--- src/rtl/mips_isa_pkg.sv ---
// Shared ISA definitions for the instruction encoder and the control decoder:
// request kinds, opcode/funct constants, encoder FSM states and word builders.
package mips_isa_pkg;

  typedef enum logic [4:0] {
    K_ADD  = 5'd0,
    K_SUB, K_AND, K_OR, K_XOR, K_NOR, K_SLT, K_SLLV, K_SRLV, K_SRAV,
    K_SLL, K_SRL, K_SRA,
    K_JR,
    K_ADDI, K_ANDI, K_ORI, K_XORI, K_SLTI, K_LW, K_SW, K_BEQ, K_BNE,
    K_LUI,
    K_J, K_JAL
  } kind_e;

  localparam logic [5:0] OP_RTYPE = 6'b000000;
  localparam logic [5:0] OP_ADDI  = 6'b001000;
  localparam logic [5:0] OP_ANDI  = 6'b001100;
  localparam logic [5:0] OP_ORI   = 6'b001101;
  localparam logic [5:0] OP_XORI  = 6'b001110;
  localparam logic [5:0] OP_SLTI  = 6'b001010;
  localparam logic [5:0] OP_LW    = 6'b100011;
  localparam logic [5:0] OP_SW    = 6'b101011;
  localparam logic [5:0] OP_BEQ   = 6'b000100;
  localparam logic [5:0] OP_BNE   = 6'b000101;
  localparam logic [5:0] OP_LUI   = 6'b001111;
  localparam logic [5:0] OP_J     = 6'b000010;
  localparam logic [5:0] OP_JAL   = 6'b000011;

  localparam logic [5:0] FN_ADD  = 6'b100000;
  localparam logic [5:0] FN_SUB  = 6'b100010;
  localparam logic [5:0] FN_AND  = 6'b100100;
  localparam logic [5:0] FN_OR   = 6'b100101;
  localparam logic [5:0] FN_XOR  = 6'b100110;
  localparam logic [5:0] FN_NOR  = 6'b100111;
  localparam logic [5:0] FN_SLT  = 6'b101010;
  localparam logic [5:0] FN_SLLV = 6'b000100;
  localparam logic [5:0] FN_SRLV = 6'b000110;
  localparam logic [5:0] FN_SRAV = 6'b000111;
  localparam logic [5:0] FN_SLL  = 6'b000000;
  localparam logic [5:0] FN_SRL  = 6'b000010;
  localparam logic [5:0] FN_SRA  = 6'b000011;
  localparam logic [5:0] FN_JR   = 6'b001000;

  typedef enum logic [1:0] {IDLE, ENC, WR, FULL} state_e;

  function automatic logic [31:0] r_word(input logic [4:0] rs, input logic [4:0] rt,
                                         input logic [4:0] rd, input logic [4:0] sh,
                                         input logic [5:0] fn);
    return {OP_RTYPE, rs, rt, rd, sh, fn};
  endfunction

  function automatic logic [31:0] i_word(input logic [5:0] op, input logic [4:0] rs,
                                         input logic [4:0] rt, input logic [15:0] imm);
    return {op, rs, rt, imm};
  endfunction

  function automatic logic [31:0] j_word(input logic [5:0] op, input logic [25:0] target);
    return {op, target};
  endfunction

endpackage

--- src/rtl/mips_word_pack.sv ---
// Combinational packer: turns a request kind plus its fields into one MIPS word,
// flagging kinds outside the table as illegal.
module mips_word_pack
  import mips_isa_pkg::*;
(
  input  logic [4:0]  kind,
  input  logic [4:0]  rs,
  input  logic [4:0]  rt,
  input  logic [4:0]  rd,
  input  logic [4:0]  shamt,
  input  logic [15:0] imm,
  input  logic [25:0] target,
  output logic [31:0] word,
  output logic        illegal
);

  // Each kind picks only the fields its format uses, so stray request bits never leak in.
  always_comb begin
    word    = '0;
    illegal = 1'b0;
    case (kind_e'(kind))
      K_ADD:  word = r_word(rs, rt, rd, 5'd0, FN_ADD);
      K_SUB:  word = r_word(rs, rt, rd, 5'd0, FN_SUB);
      K_AND:  word = r_word(rs, rt, rd, 5'd0, FN_AND);
      K_OR:   word = r_word(rs, rt, rd, 5'd0, FN_OR);
      K_XOR:  word = r_word(rs, rt, rd, 5'd0, FN_XOR);
      K_NOR:  word = r_word(rs, rt, rd, 5'd0, FN_NOR);
      K_SLT:  word = r_word(rs, rt, rd, 5'd0, FN_SLT);
      K_SLLV: word = r_word(rs, rt, rd, 5'd0, FN_SLLV);
      K_SRLV: word = r_word(rs, rt, rd, 5'd0, FN_SRLV);
      K_SRAV: word = r_word(rs, rt, rd, 5'd0, FN_SRAV);
      K_SLL:  word = r_word(5'd0, rt, rd, shamt, FN_SLL);
      K_SRL:  word = r_word(5'd0, rt, rd, shamt, FN_SRL);
      K_SRA:  word = r_word(5'd0, rt, rd, shamt, FN_SRA);
      K_JR:   word = r_word(rs, 5'd0, 5'd0, 5'd0, FN_JR);
      K_ADDI: word = i_word(OP_ADDI, rs, rt, imm);
      K_ANDI: word = i_word(OP_ANDI, rs, rt, imm);
      K_ORI:  word = i_word(OP_ORI, rs, rt, imm);
      K_XORI: word = i_word(OP_XORI, rs, rt, imm);
      K_SLTI: word = i_word(OP_SLTI, rs, rt, imm);
      K_LW:   word = i_word(OP_LW, rs, rt, imm);
      K_SW:   word = i_word(OP_SW, rs, rt, imm);
      K_BEQ:  word = i_word(OP_BEQ, rs, rt, imm);
      K_BNE:  word = i_word(OP_BNE, rs, rt, imm);
      K_LUI:  word = i_word(OP_LUI, 5'd0, rt, imm);
      K_J:    word = j_word(OP_J, target);
      K_JAL:  word = j_word(OP_JAL, target);
      default: illegal = 1'b1;
    endcase
  end

endmodule

--- src/rtl/mips_instr_encoder.sv ---
// Instruction encoder: accepts one request at a time, packs it into a MIPS word
// and writes it to consecutive instruction-memory addresses until DEPTH words.
module mips_instr_encoder
  import mips_isa_pkg::*;
#(
  parameter int ADDR_W = 6,
  parameter int DEPTH  = 64
) (
  input  logic              clk,
  input  logic              rst,
  input  logic              prog_clr,
  input  logic              req_valid,
  output logic              req_ready,
  input  logic [4:0]        req_kind,
  input  logic [4:0]        req_rs,
  input  logic [4:0]        req_rt,
  input  logic [4:0]        req_rd,
  input  logic [4:0]        req_shamt,
  input  logic [15:0]       req_imm,
  input  logic [25:0]       req_target,
  output logic              im_we,
  output logic [ADDR_W-1:0] im_addr,
  output logic [31:0]       im_wdata,
  output logic              err_illegal,
  output logic              full,
  output logic [ADDR_W:0]   wr_count
);

  localparam logic [ADDR_W:0] LAST_COUNT = (ADDR_W + 1)'(DEPTH - 1);

  state_e state, next_state;

  logic [4:0]        kind_q, rs_q, rt_q, rd_q, shamt_q;
  logic [15:0]       imm_q;
  logic [25:0]       target_q;
  logic [ADDR_W-1:0] ptr;
  logic [ADDR_W:0]   count;
  logic [31:0]       packed_word;
  logic              packed_illegal;
  logic              transfer, clear, last_word;

  mips_word_pack u_pack (
    .kind    (kind_q),
    .rs      (rs_q),
    .rt      (rt_q),
    .rd      (rd_q),
    .shamt   (shamt_q),
    .imm     (imm_q),
    .target  (target_q),
    .word    (packed_word),
    .illegal (packed_illegal)
  );

  // The write strobe trails WR by one register stage; pointer and count advance as it drops.
  assign transfer  = req_valid && (state == IDLE) && !prog_clr;
  assign clear     = prog_clr && ((state == IDLE) || (state == FULL)) && !im_we;
  assign last_word = (count == LAST_COUNT);
  assign im_addr   = ptr;
  assign wr_count  = count;

  always_ff @(posedge clk) begin
    if (rst) state <= IDLE;
    else     state <= next_state;
  end

  always_comb begin
    next_state = state;
    req_ready  = 1'b0;
    full       = 1'b0;
    case (state)
      IDLE: begin
        req_ready = 1'b1;
        if (transfer) next_state = ENC;
      end
      ENC:  next_state = packed_illegal ? IDLE : WR;
      WR:   next_state = last_word ? FULL : IDLE;
      FULL: begin
        full = 1'b1;
        if (clear) next_state = IDLE;
      end
      default: next_state = IDLE;
    endcase
  end

  always_ff @(posedge clk) begin
    if (rst) begin
      kind_q      <= '0;
      rs_q        <= '0;
      rt_q        <= '0;
      rd_q        <= '0;
      shamt_q     <= '0;
      imm_q       <= '0;
      target_q    <= '0;
      im_we       <= 1'b0;
      im_wdata    <= '0;
      err_illegal <= 1'b0;
      ptr         <= '0;
      count       <= '0;
    end else begin
      im_we       <= 1'b0;
      err_illegal <= 1'b0;
      if (transfer) begin
        kind_q   <= req_kind;
        rs_q     <= req_rs;
        rt_q     <= req_rt;
        rd_q     <= req_rd;
        shamt_q  <= req_shamt;
        imm_q    <= req_imm;
        target_q <= req_target;
      end
      if (state == ENC) begin
        if (packed_illegal) err_illegal <= 1'b1;
        else                im_wdata    <= packed_word;
      end
      if (state == WR) im_we <= 1'b1;
      // The pointer stops at the last slot; FULL then blocks any further write.
      if (clear) begin
        ptr   <= '0;
        count <= '0;
      end else if (im_we) begin
        count <= count + 1'b1;
        if (!last_word) ptr <= ptr + 1'b1;
      end
    end
  end

endmodule

--- config.mk ---
export PLATFORM = sky130hd
export DESIGN_NAME = mips_instr_encoder
export DESIGN_NICKNAME = d
export VERILOG_FILES = /design/src/rtl/mips_isa_pkg.sv /design/src/rtl/mips_word_pack.sv /design/src/rtl/mips_instr_encoder.sv
export SDC_FILE = /design/constraint.sdc
export NUM_CORES = 1
export LEC_CHECK = 0
export CAP_MARGIN = 30
export CORE_ASPECT_RATIO = 1.75
export CORE_MARGIN = 2
export CORE_UTILIZATION = 54
export CTS_CLUSTER_DIAMETER = 100
export DETAILED_ROUTE_END_ITERATION = 10
export PLACE_DENSITY = 0.82
export SYNTH_ARGS = -nofsm -noshare
export SYNTH_HDL_FRONTEND = slang
export SYNTH_HIERARCHICAL = 1
export SYNTH_SLANG_ARGS = --single-unit
export TNS_END_PERCENT = 100
--- constraint.sdc ---
create_clock -name clk -period 4 [get_ports clk]
set_input_delay 0.4 -clock clk [delete_from_list [all_inputs] [get_ports clk]]
set_output_delay 0.4 -clock clk [all_outputs]
set_load 0.005 [all_outputs]
# After elaboration in Yosys (flattened, before gate mapping)
# Index checks and enable logic that the tools add are counted.
# W data, S select, Z words.
[op_classes] n_div=0 bitwise=2 shift=0 mul=0 magnitude_cmp=0 n_eq_ne=31 n_reduce_logical=15 mux=10 add_sub_neg=2
[ops] op="$pmux W32 S26" count=1
[ops] op="$eq A5 B5 Y1 const B" count=10
[ops] op="$eq A5 B4 Y1 const B" count=8
[ops] op="$reduce_or A26 Y1" count=1
[ops] op="$eq A5 B3 Y1 const B" count=4
[ops] op="$eq A5 B2 Y1 const B" count=2
[ops] op="$mux W2" count=4
[ops] op="$pmux W2 S4" count=1
[ops] op="$add A7 B1 Y7 const B" count=1
[ops] op="$eq A7 B6 Y1 const B" count=1
[ops] op="$add A6 B1 Y6 const B" count=1
[ops] op="$reduce_and A2 Y1" count=3
[ops] op="$eq A5 B1 Y1 const B" count=1
[ops] op="$logic_not A5 Y1" count=1
[ops] op="$eq A2 B2 Y1 const B" count=2
[ops] op="$logic_and A1 B1 Y1" count=4
[ops] op="$mux W1" count=4
[ops] op="$ne A2 B2 Y1 const B" count=2
[ops] op="$reduce_or A2 Y1" count=2
[ops] op="$eq A2 B1 Y1 const B" count=1
[ops] op="$logic_not A1 Y1" count=2
[ops] op="$logic_not A2 Y1" count=1
[ops] op="$not A1 Y1" count=2
[ops] op="$logic_or A1 B1 Y1" count=1
[totals] output_inout_bits=49 latchBits=0 regBits=116 mem_count=0 ram_bits=0 romBits=0 inputBits=71

# Logic depth before layout (Yosys ltp)
# Gate-level depths: netlist of the first run.
[depth] depth_word=6 ltp_mapped=9

# By module
# The synthesis of the first run kept the hierarchy.
[modules_own_cells] mod="mips_instr_encoder" area_per_inst_um2=4225.3 cells_each=520 n_inst=1
[modules_own_cells] mod="mips_word_pack" area_per_inst_um2=924.6 cells_each=123 n_inst=1

# Worst setup path after synthesis of the first run
# No wires, ideal clock.
[synth_path] path_type="reg2reg" startpoint="register kind_q[2]" endpoint="register im_wdata[10]" setup_slack_ns=2.424 setup_time_ns=0.070 synth_period_minus_slack_ns=1.576 stages_incl_launch_ff=9 n_path_buf=4 t_required_ns=3.930 t_arrival_ns=1.506 cell_sequence="dfxtp_1 buf_6 buf_2 o21a_1 nand2b_1 clkbuf_1 buf_2 nand2_1 a21oi_1"
[synth_between] elab_chain_len=3
[synth_rtl] item="from (decl)" line_no="mips_instr_encoder.sv:33" source="logic [4:0] kind_q, rs_q, rt_q, rd_q, shamt_q;"
[synth_rtl] item="from (signal assigned)" line_no="mips_instr_encoder.sv:103" source="kind_q <= req_kind;"
[synth_rtl] item="$eq A5 B1 Y1, or another cell as far along" line_no="mips_word_pack.sv:21" source="case (kind_e'(kind))"
[synth_rtl] item="$reduce_or A26 Y1 (no line)"
[synth_rtl] item="$reduce_and A2 Y1 (no line)"
[synth_rtl] item="to (signal assigned)" line_no="mips_instr_encoder.sv:113" source="else im_wdata <= packed_word;"
[synth_rtl] item="to (decl)" line_no="mips_instr_encoder.sv:23" source="output logic [31:0] im_wdata,"
# Parallel ways exist; a longest one is shown, timed or not.
# A chain may end at the register's enable or synchronous reset.

# Final worst setup path of the first run
[layout_path] startpoint="register kind_q[3]" endpoint="register im_wdata[30]"
[layout_between] elab_chain_len=3
[layout_rtl] item="$eq A5 B1 Y1, or another cell as far along" line_no="mips_word_pack.sv:21"
[layout_rtl] item="$reduce_or A26 Y1 (no line) (*)"
[layout_rtl] item="$reduce_and A2 Y1 (no line) (*)"
# Mark *: on every way between the ends. The rest lies on a longest branch, timed or not.

==> results of run 1 <==
[per-stage QoR]
step	std cells	instance area (um^2)	util [%]
after floorplan	643	5150	-
after global placement	835	6211	66.43
after detailed placement	836	6231	66.64
after CTS	868	6873	73.50
after global routing	868	6873	73.50
final	868	6873	73.50
[synth_stat cells (3+ instances only)]
cell type | count | area share, %
nand2_1 | 205 | 15
dfxtp_1 | 116 | 45
a21oi_1 | 107 | 10
buf_2 | 20 | 1.9
nor2_1 | 19 | 1.4
a221o_1 | 12 | 2.3
a22o_1 | 12 | 2.0
clkbuf_1 | 12 | 0.87
buf_4 | 10 | 1.5
o21ai_0 | 9 | 0.87
nand2b_1 | 8 | 0.97
and2_0 | 7 | 0.85
buf_6 | 7 | 1.5
inv_1 | 7 | 0.51
ha_1 | 6 | 1.5
nor2b_1 | 6 | 0.73
xor2_1 | 6 | 1.0
nand4_1 | 5 | 0.61
nor3b_1 | 5 | 0.73
and2_1 | 4 | 0.49
buf_1 | 4 | 0.29
xnor2_1 | 4 | 0.68
and3b_1 | 3 | 0.51
nand3_1 | 3 | 0.29
[flip-flops by register name, indices dropped and copies added (netlist names)]
name         count
shamt_q          5
rd_q             5
im_addr          6
state            2
rs_q             5
wr_count         7
rt_q             5
kind_q           5
im_wdata        32
im_we            1
imm_q           16
target_q        26
err_illegal      1
[cells in the final DEF (no fill, tap or decap), types with 3 or more instances in the layout]
cell             count
nand2_1            205
clkdlybuf4s50_1    118
dfxtp_1            116
a21oi_1            107
nor2_1              19
clkbuf_16           17
a22o_1              12
a221o_1             12
o21ai_0              9
nand2b_1             8
inv_1                7
and2_0               7
xor2_1               6
ha_1                 6
nor3b_1              5
nand4_1              5
nor2b_1              5
bufinv_16            5
buf_4                5
xnor2_1              4
clkinv_2             4
and2_1               4
nand3_1              3
clkbuf_1             3
[final cells by class]
cell class	instances	area [um^2]	area share, %
multi-input combinational	467	2491	36.25
sequential	116	2322	33.79
timing repair buffer	124	1239	18.02
clock buffer	22	464.2	6.754
clock inverter	10	177.7	2.585
tap	122	152.6	2.221
inverter	7	26.28	0.3823
[worst max-delay path by stage]
stage / startpoint / to / slack (ps)
2_1_floorplan: kind_q[2] / im_wdata[10] / 2420
3_3_place_gp: kind_q[3] / im_wdata[28] / 1580
3_5_place_dp: kind_q[3] / im_wdata[30] / 1450
4_1_cts: kind_q[3] / im_wdata[30] / 1440
5_1_grt: kind_q[3] / im_wdata[17] / 1240
6_report: kind_q[3] / im_wdata[30] / 1430
[cell families after synthesis]
group / synth area share, %
flops: 45.09
mux: 0.6802
other cells: 0.07282
fa+ha+maj: 1.458
simple gates: 24.85
buf+inv: 6.608
xor+xnor: 1.701
compound gates: 19.53
[critical path, stage by stage, from the launching register on]
cell      delay (ps)
dfxtp_1          860
and2_1           290
o21a_1           190
nand2b_1         570
buf_4            340
nand2_1           80
a21oi_1          160
[layer usage]
layer	track usage (%)	up-vias
li1	-	2343
met1	27.64	2259
met2	47.37	142
met3	7.791	31
met4	13.19	0
met5	0	-
[where the power goes]
part / switching, uW / total (uW) / leakage (uW) / internal [uW]
combinational: 366 / 637 / 0.00117 / 270
sequential: 93.4 / 1350 / 0.000941 / 1250
clock: 512 / 1640 / 0.000314 / 1130
==> out/metrics.yaml, run 1 <==
run_status:
  status: "finished, final reports clean"
routing:
  wl_met2_um: 7319
  route.met3.wl_um: 682
  drtPass1Iterations: 5
  finalWirelength_um: 13490
  highest_layer: "met4"
  drc: 0
  antenna_left: 0
  routedWlPerCell_um: 15.54
  drtIter0Drc: 274
  met1_length_um: 5052
  via_per_inst: 5.501
  vias: 4775
timing:
  fin_crit_sh_pct: 64.27
  finalCriticalPeriod_ps: 2571
  hold_viol: 0
  tightestPinTransition_ps: 1024
  fmax_mhz: 389.0
  grt_setup_unrepaired: "false"
  timing.hold.ws_ps: 450.4
  slew_headroom_pct: 31.74
  fin_skew_ps: 8.296
  setup_viol: 0
  setup_slack_ps: 1429
  drv_slew: 0
  finalSetupTns_ps: 0
die:
  start_util_pct: 55.08
  dieWidth_um: 77.82
  die_h_um: 133.2
  ios: 120
  core_area_um2: 9350
  dieArea_um2: 10360
  core.rowCount: 47
clock_network:
  cts_tree: "built"
  path_clk_slew_ps: 50
  cts_resized: 0
  cts_hold_buf: 0
  worstSkewPairLatency_ps: 410
  clock-sinks: 116
  cts_max_path_buffers: 2
  htreeDepth: 4
  cts_setup_buffers: 0
  clock-root-buffer: "clkbuf_16"
  numCtsBuffers: 17
place:
  gp_congestion: 0.7773
  portBuffers: 119
  dpl.hpwl_um: 8808
  dp_slack_ps: 1446
logic_synthesis:
  synth_edf_count: 0
  synth_cell_types: 59
  synth_area_um2: 5150
  syn_inst: 643
  synthArstFlopShare_pct: 0
  synth-main-ff-cell: "dfxtp_1"
  yosys_warnings: 6
  ys_seq_elements: 116
  yosysSeqAreaShare_pct: 45.09
  avgSynthCellArea_um2: 8.009
  synth_nets: 720
worst_hold_path:
  min_path_type: "register to register"
  hold_depth: 2
  whs_endpoint: "target_q[2]"
  min_from: "target_q[2]"
power_and_ir_drop:
  power_density_nw_per_um2: 528.0
  static-leakage-power_uw: 0.002422
  irDropWorstVdd_mv: 0.4459
  power.total_uw: 3629
critical_path:
  endpoint_kind: "register"
  required_ps: 4330
  reg2reg_depth: 6
  ff2ff_setup_slack_ps: 1430
  crit_arrival_ps: 2900
  cp-start-kind: "register"
  r2r_start: "kind_q[3]"
  path_class: "register to register"
  cp_max_fo: 28
  worstReg2RegEnd: "im_wdata[30]"
cells_and_area:
  insertedDiodeCount: 0
  syn2layout_area_growth_pct: 33.45
  layout.nets: 810
  drive_above_1_share_pct: 6.434
  fill_cells: 705
global_routing:
  grt_use_total_pct: 26.48
  grt_pass1_wl_um: 21710
  grt_pass1_vias: 4785
  grt_max_degree: 104
  antenna_found_initial: 0
  grt_remaining_overflow: 0
job:
  maxCapViolCount: 0
No activity file was read; power rests on OpenSTA's default activity.
==> run 2, diff against run 1 <==
- CORE_UTILIZATION: 54 -> 50
- PLACE_DENSITY: 0.82 -> 0.77
- clock period: 4 -> 2.62 ns (I/O delays scaled with it)
==> out/metrics.yaml, run 2 (synthesis gave the netlist of run 1 again) <==
die:
  core.rowCount: 49  # +4.3%
  dieArea_um2: 11160  # +7.7%
  ios: 120  # unchanged
  die_h_um: 138.3  # +3.8%
  core_area_um2: 10180  # +8.8%
  dieWidth_um: 80.72  # +3.7%
  start_util_pct: 50.60  # -4.5 points
critical_path:
  cp_max_fo: 20  # -29%
  critPathSlowestCell: "nor2b_2"
  path_class: "register to register"
  required_ps: 2950  # -1380 ps
  crit_arrival_ps: 2500  # -400 ps
  max_stage_delay_ps: 560  # -300 ps
  reg2reg_depth: 6  # unchanged
  crit_chain: "and2_1 -> o21a_1 -> nor2b_2 -> buf_4 -> nand2_1 -> a21oi_1"
  endpoint_kind: "register"
  cp-start-kind: "register"
place:
  dpl.hpwl_um: 9460  # +7.4%
  dpl-instance-area_um2: 6302  # +1.1%
  portBuffers: 119  # unchanged
  gp_congestion: 0.8169  # +5.1%
global_routing:
  antenna_found_initial: 0  # unchanged
  grt_pass1_vias: 4853  # +1.4%
  grt_max_degree: 68  # -35%
  grt_remaining_overflow: 0  # unchanged
  grt_pass1_wl_um: 22510  # +3.7%
  grt_use_total_pct: 26.07  # -0.41 points
cells_and_area:
  insertedDiodeCount: 0  # unchanged
  fill_cells: 846  # +20%
  syn2layout_area_growth_pct: 34.82
  layout_common_cells: "nand2_1 (205), clkdlybuf4s50_1 (118), dfxtp_1 (116)"
  layout.nets: 817  # +0.86%
  regMostFlops: "im_wdata"
  largest_register_ffs: 32  # unchanged
  final_common_cell: "nand2_1"
  fin_area_um2: 6943  # +1.0%
  reg.largest.list: "im_wdata x32, target_q x26, imm_q x16"
  drive_above_1_share_pct: 7.703  # +1.3 points
timing:
  setup_viol: 0  # unchanged
  finalCriticalPeriod_ps: 2172  # -399.3 ps
  drv_slew: 0  # unchanged
  slew_headroom_pct: 53.64  # +22 points
  hold_viol: 0  # unchanged
  fin_skew_ps: 7.891  # -0.4050 ps
  tightestPinTransition_ps: 695.3  # -328.7 ps
  finalSetupTns_ps: 0  # unchanged
  fmax_mhz: 460.5  # +18%
  grt_setup_unrepaired: "false"
  fin_crit_sh_pct: 82.88  # +19 points
clock_network:
  clock-sinks: 116  # unchanged
  worstSkewPairLatency_ps: 420  # about the same
  cts_hold_buf: 0  # unchanged
  htreeDepth: 4  # unchanged
  cts_setup_buffers: 0  # unchanged
  cts_max_path_buffers: 2  # unchanged
  path_clk_slew_ps: 50  # about the same
  numCtsBuffers: 17  # unchanged
  cts_resized: 0  # unchanged
  cts_tree: "built"
  clock-root-buffer: "clkbuf_16"
power_and_ir_drop:
  irDropWorstVdd_mv: 0.7041  # +58%
  power_density_nw_per_um2: 798.1  # +51%
  static-leakage-power_uw: 0.002457  # +1.4%
job:
  maxCapViolCount: 0  # unchanged
worst_hold_path:
  min_path_type: "primary input to register"
  hold_depth: 2  # unchanged
routing:
  via_per_inst: 5.505  # about the same
  routedWlPerCell_um: 15.94  # +2.6%
  vias: 4844  # +1.4%
  drc: 0  # unchanged
  drtPass1Iterations: 5  # unchanged
  drtIter0Drc: 348  # +27%
  antenna_left: 0  # unchanged
  finalWirelength_um: 14020  # +4.0%
run_status:
  status: "finished, final reports clean"
run 2: changes by cell type in the layout (fill, tap and decap cells not counted), sizes merged:
cell,before,now
clkinvlp,1,2
inv,7,10
bufinv,5,4
clkinv,4,5
buf,6,13
clkbuf,22,18
run 2: final cells by class:
type / count / area (um^2) / area share [%]
flip-flops and latches: 116 / 2322 / 33.45
multi-input cells: 467 / 2491 / 35.88
repair buffers: 131 / 1304 / 18.78
clock buffers: 18 / 439.2 / 6.325
inverters: 7 / 26.28 / 0.3784
clock inverters: 14 / 201.4 / 2.901
well taps: 127 / 158.9 / 2.289
run 2: final timing paths:
path                    start           to  slack (ps)
setup / recovery    kind_q[4]  im_wdata[6]         450
hold reg to reg   target_q[7]  target_q[7]         450
setup reg to reg    kind_q[4]  im_wdata[6]         450
hold / removal            rst  err_illegal         220
run 2: metrics by stage:
stage,total power (uW),utilization (%),hold WS (ps),instances,worst slack [ps]
finish,5541,68.22,221.6,880,448.5
global route,5777,68.22,245.6,880,279.3
CTS,5566,68.22,216.5,880,467.0
detailed placement,3089,61.93,445.7,848,543.2
global placement,3045,61.93,439.7,848,618.6
floorplan,2728,-,398.0,643,1044
run 2: metal layers:
layer / wire length [um] / vias up / track usage, %
met5: 0 / - / 0
li1: - / 2361 / -
met1: 5043 / 2294 / 26.61
met4: 356 / 0 / 12.04
met2: 7810 / 161 / 47.46
met3: 813 / 28 / 7.245
run 2: critical path: cells and delay by family, from the launching register on:
kind	cells	cell delay [ps]
flops	1	490
buf+inv	1	340
compound gates	2	330
simple gates	3	920
run 2: report_power, final:
group,switching [uW],leakage [uW],internal [uW]
clock network,850,0.000307,1630
logic,591,0.00121,439
registers,121,0.000941,1910
==> run 3, diff against run 2 <==
- clock period: 2.62 -> 2.2 ns (I/O delays scaled with it)
==> out/metrics.yaml, run 3 (synthesis gave the netlist of run 1 again) <==
clock_network:
  path_clk_slew_ps: 50  # about the same
  cts_max_path_buffers: 2  # unchanged
  cts_tree: "built"
  clock-sinks: 116  # unchanged
  numCtsBuffers: 17  # unchanged
  clock-root-buffer: "clkbuf_16"
  htreeDepth: 4  # unchanged
  cts_resized: 0  # unchanged
  cts_setup_buffers: 0  # unchanged
  worstSkewPairLatency_ps: 410  # about the same
  cts_hold_buf: 0  # unchanged
die:
  core.rowCount: 49  # unchanged
  die_h_um: 138.3  # unchanged
  ios: 120  # unchanged
  start_util_pct: 50.60  # unchanged
  dieArea_um2: 11160  # unchanged
  core_area_um2: 10180  # unchanged
  dieWidth_um: 80.72  # unchanged
critical_path:
  required_ps: 2530  # -420 ps
  endpoint_kind: "register"
  cp_max_fo: 22  # +10%
  path_class: "register to register"
  reg2reg_depth: 5  # -1
  cp-start-kind: "register"
  crit_arrival_ps: 2240  # -260 ps
timing:
  fin_skew_ps: 7.709  # -0.1827 ps
  fin_crit_sh_pct: 86.88  # +4.0 points
  hold_viol: 0  # unchanged
  setup_viol: 0  # unchanged
  fmax_mhz: 523.2  # +14%
  finalSetupTns_ps: 0  # unchanged
  tightestPinTransition_ps: 903.4  # +208.1 ps
  drv_slew: 0  # unchanged
  timing.hold.ws_ps: 223.1  # +1.537 ps
  grt_setup_unrepaired: "false"
  slew_headroom_pct: 39.78  # -14 points
  finalCriticalPeriod_ps: 1911  # -260.2 ps
power_and_ir_drop:
  power_density_nw_per_um2: 929.5  # +16%
  p_sw_uw: 1766  # +13%
  p_comb_share_pct: 19.5  # +0.9 points
  static-leakage-power_uw: 0.002469  # +0.51%
  intPower_uw: 4678  # +18%
  power_frac_clock_pct: 43.1  # -1.6 points
  irDropWorstVdd_mv: 0.6732  # -4.4%
  switching_share_pct: 27.40  # -0.79 points
  share_seq_of_total_power_pct: 37.4  # +0.7 points
global_routing:
  grt_remaining_overflow: 0  # unchanged
  grt_use_total_pct: 25.47  # -0.60 points
  grt_max_degree: 68  # unchanged
  grt_pass1_vias: 4807  # -0.95%
  antenna_found_initial: 0  # unchanged
  grt_pass1_wl_um: 22230  # -1.3%
cells_and_area:
  fin_area_um2: 6932  # -0.16%
  layout.nets: 822  # +0.61%
  insertedDiodeCount: 0  # unchanged
  largest_register_ffs: 32  # unchanged
  layout_common_cells: "nand2_1 (205), clkdlybuf4s50_1 (118), dfxtp_1 (116)"
  fill_cells: 843  # -0.35%
  final_common_cell: "nand2_1"
  reg.largest.list: "im_wdata x32, target_q x26, imm_q x16"
  post-route-util_pct: 68.11  # -0.11 points
  regMostFlops: "im_wdata"
  syn2layout_area_growth_pct: 34.60
  drive_above_1_share_pct: 7.916  # +0.21 points
worst_hold_path:
  hold_depth: 2  # unchanged
  min_path_type: "primary input to register"
routing:
  drtPass1Iterations: 5  # unchanged
  drc: 0  # unchanged
  via_per_inst: 5.407  # -1.8%
  drtIter0Drc: 212  # -39%
  finalWirelength_um: 13760  # -1.9%
  vias: 4785  # -1.2%
  antenna_left: 0  # unchanged
  routedWlPerCell_um: 15.55  # -2.4%
place:
  dpl.hpwl_um: 9456  # about the same
  gp_congestion: 0.8478  # +3.8%
  portBuffers: 119  # unchanged
  dpl-instance-area_um2: 6327  # +0.40%
run_status:
  status: "finished, final reports clean"
job:
  maxCapViolCount: 0  # unchanged
run 3: cell types whose count changed in the layout (fill, tap and decap cells not counted), sizes merged:
cell	delta
inv	-3
clkbuf	+5
clkinvlp	-1
buf	+5
bufinv	-1
run 3: path summary, 6_finish.rpt:
kind                      from      endpoint  slack [ps]
setup reg to reg     kind_q[2]   im_wdata[8]         290
setup / recovery     kind_q[2]   im_wdata[8]         290
hold / removal             rst         im_we         220
hold reg to reg   target_q[12]  target_q[12]         450
run 3: layer usage:
layer / global-route usage (%) / vias up / routed length [um]
met1: 25.35 / 2242 / 5053
met5: 0 / - / 0
met2: 47.76 / 153 / 7638
li1: - / 2363 / -
met4: 8.564 / 0 / 314
met3: 8.355 / 27 / 755
run 3: final cells by class:
| type | count | area (um^2) | area share, % |
|---|---|---|---|
| clock buffers | 23 | 478.0 | 6.895 |
| clock inverters | 9 | 126.4 | 1.823 |
| inverters | 7 | 26.28 | 0.3791 |
| multi-input cells | 467 | 2491 | 35.94 |
| flip-flops and latches | 116 | 2322 | 33.50 |
| well taps | 127 | 158.9 | 2.292 |
| repair buffers | 136 | 1329 | 19.17 |
run 3: critical path: stages (launching register included):
cell,delay [ps]
dfxtp_1,420
and4bb_1,910
and2_1,230
a221o_1,100
nand2_1,40
a21oi_1,130
run 3: power groups by stage:
stage | Clock (uW) | Sequential, uW | Combinational [uW]
after floorplan | 0 | 2410 | 844
final | 2780 | 2410 | 1260
after global routing | 2910 | 2430 | 1390
after CTS | 2800 | 2410 | 1260
after detailed placement | 0 | 2450 | 1240
after global placement | 0 | 2440 | 1210
run 3: through the flow:
stage | power, uW | worst slack, ps | std cells
after CTS | 6470 | 327.8 | 885
final | 6443 | 288.7 | 885
after global routing | 6731 | 161.5 | 885
after floorplan | 3249 | 623.5 | 643
after global placement | 3650 | 389.8 | 853
after detailed placement | 3693 | 313.9 | 853
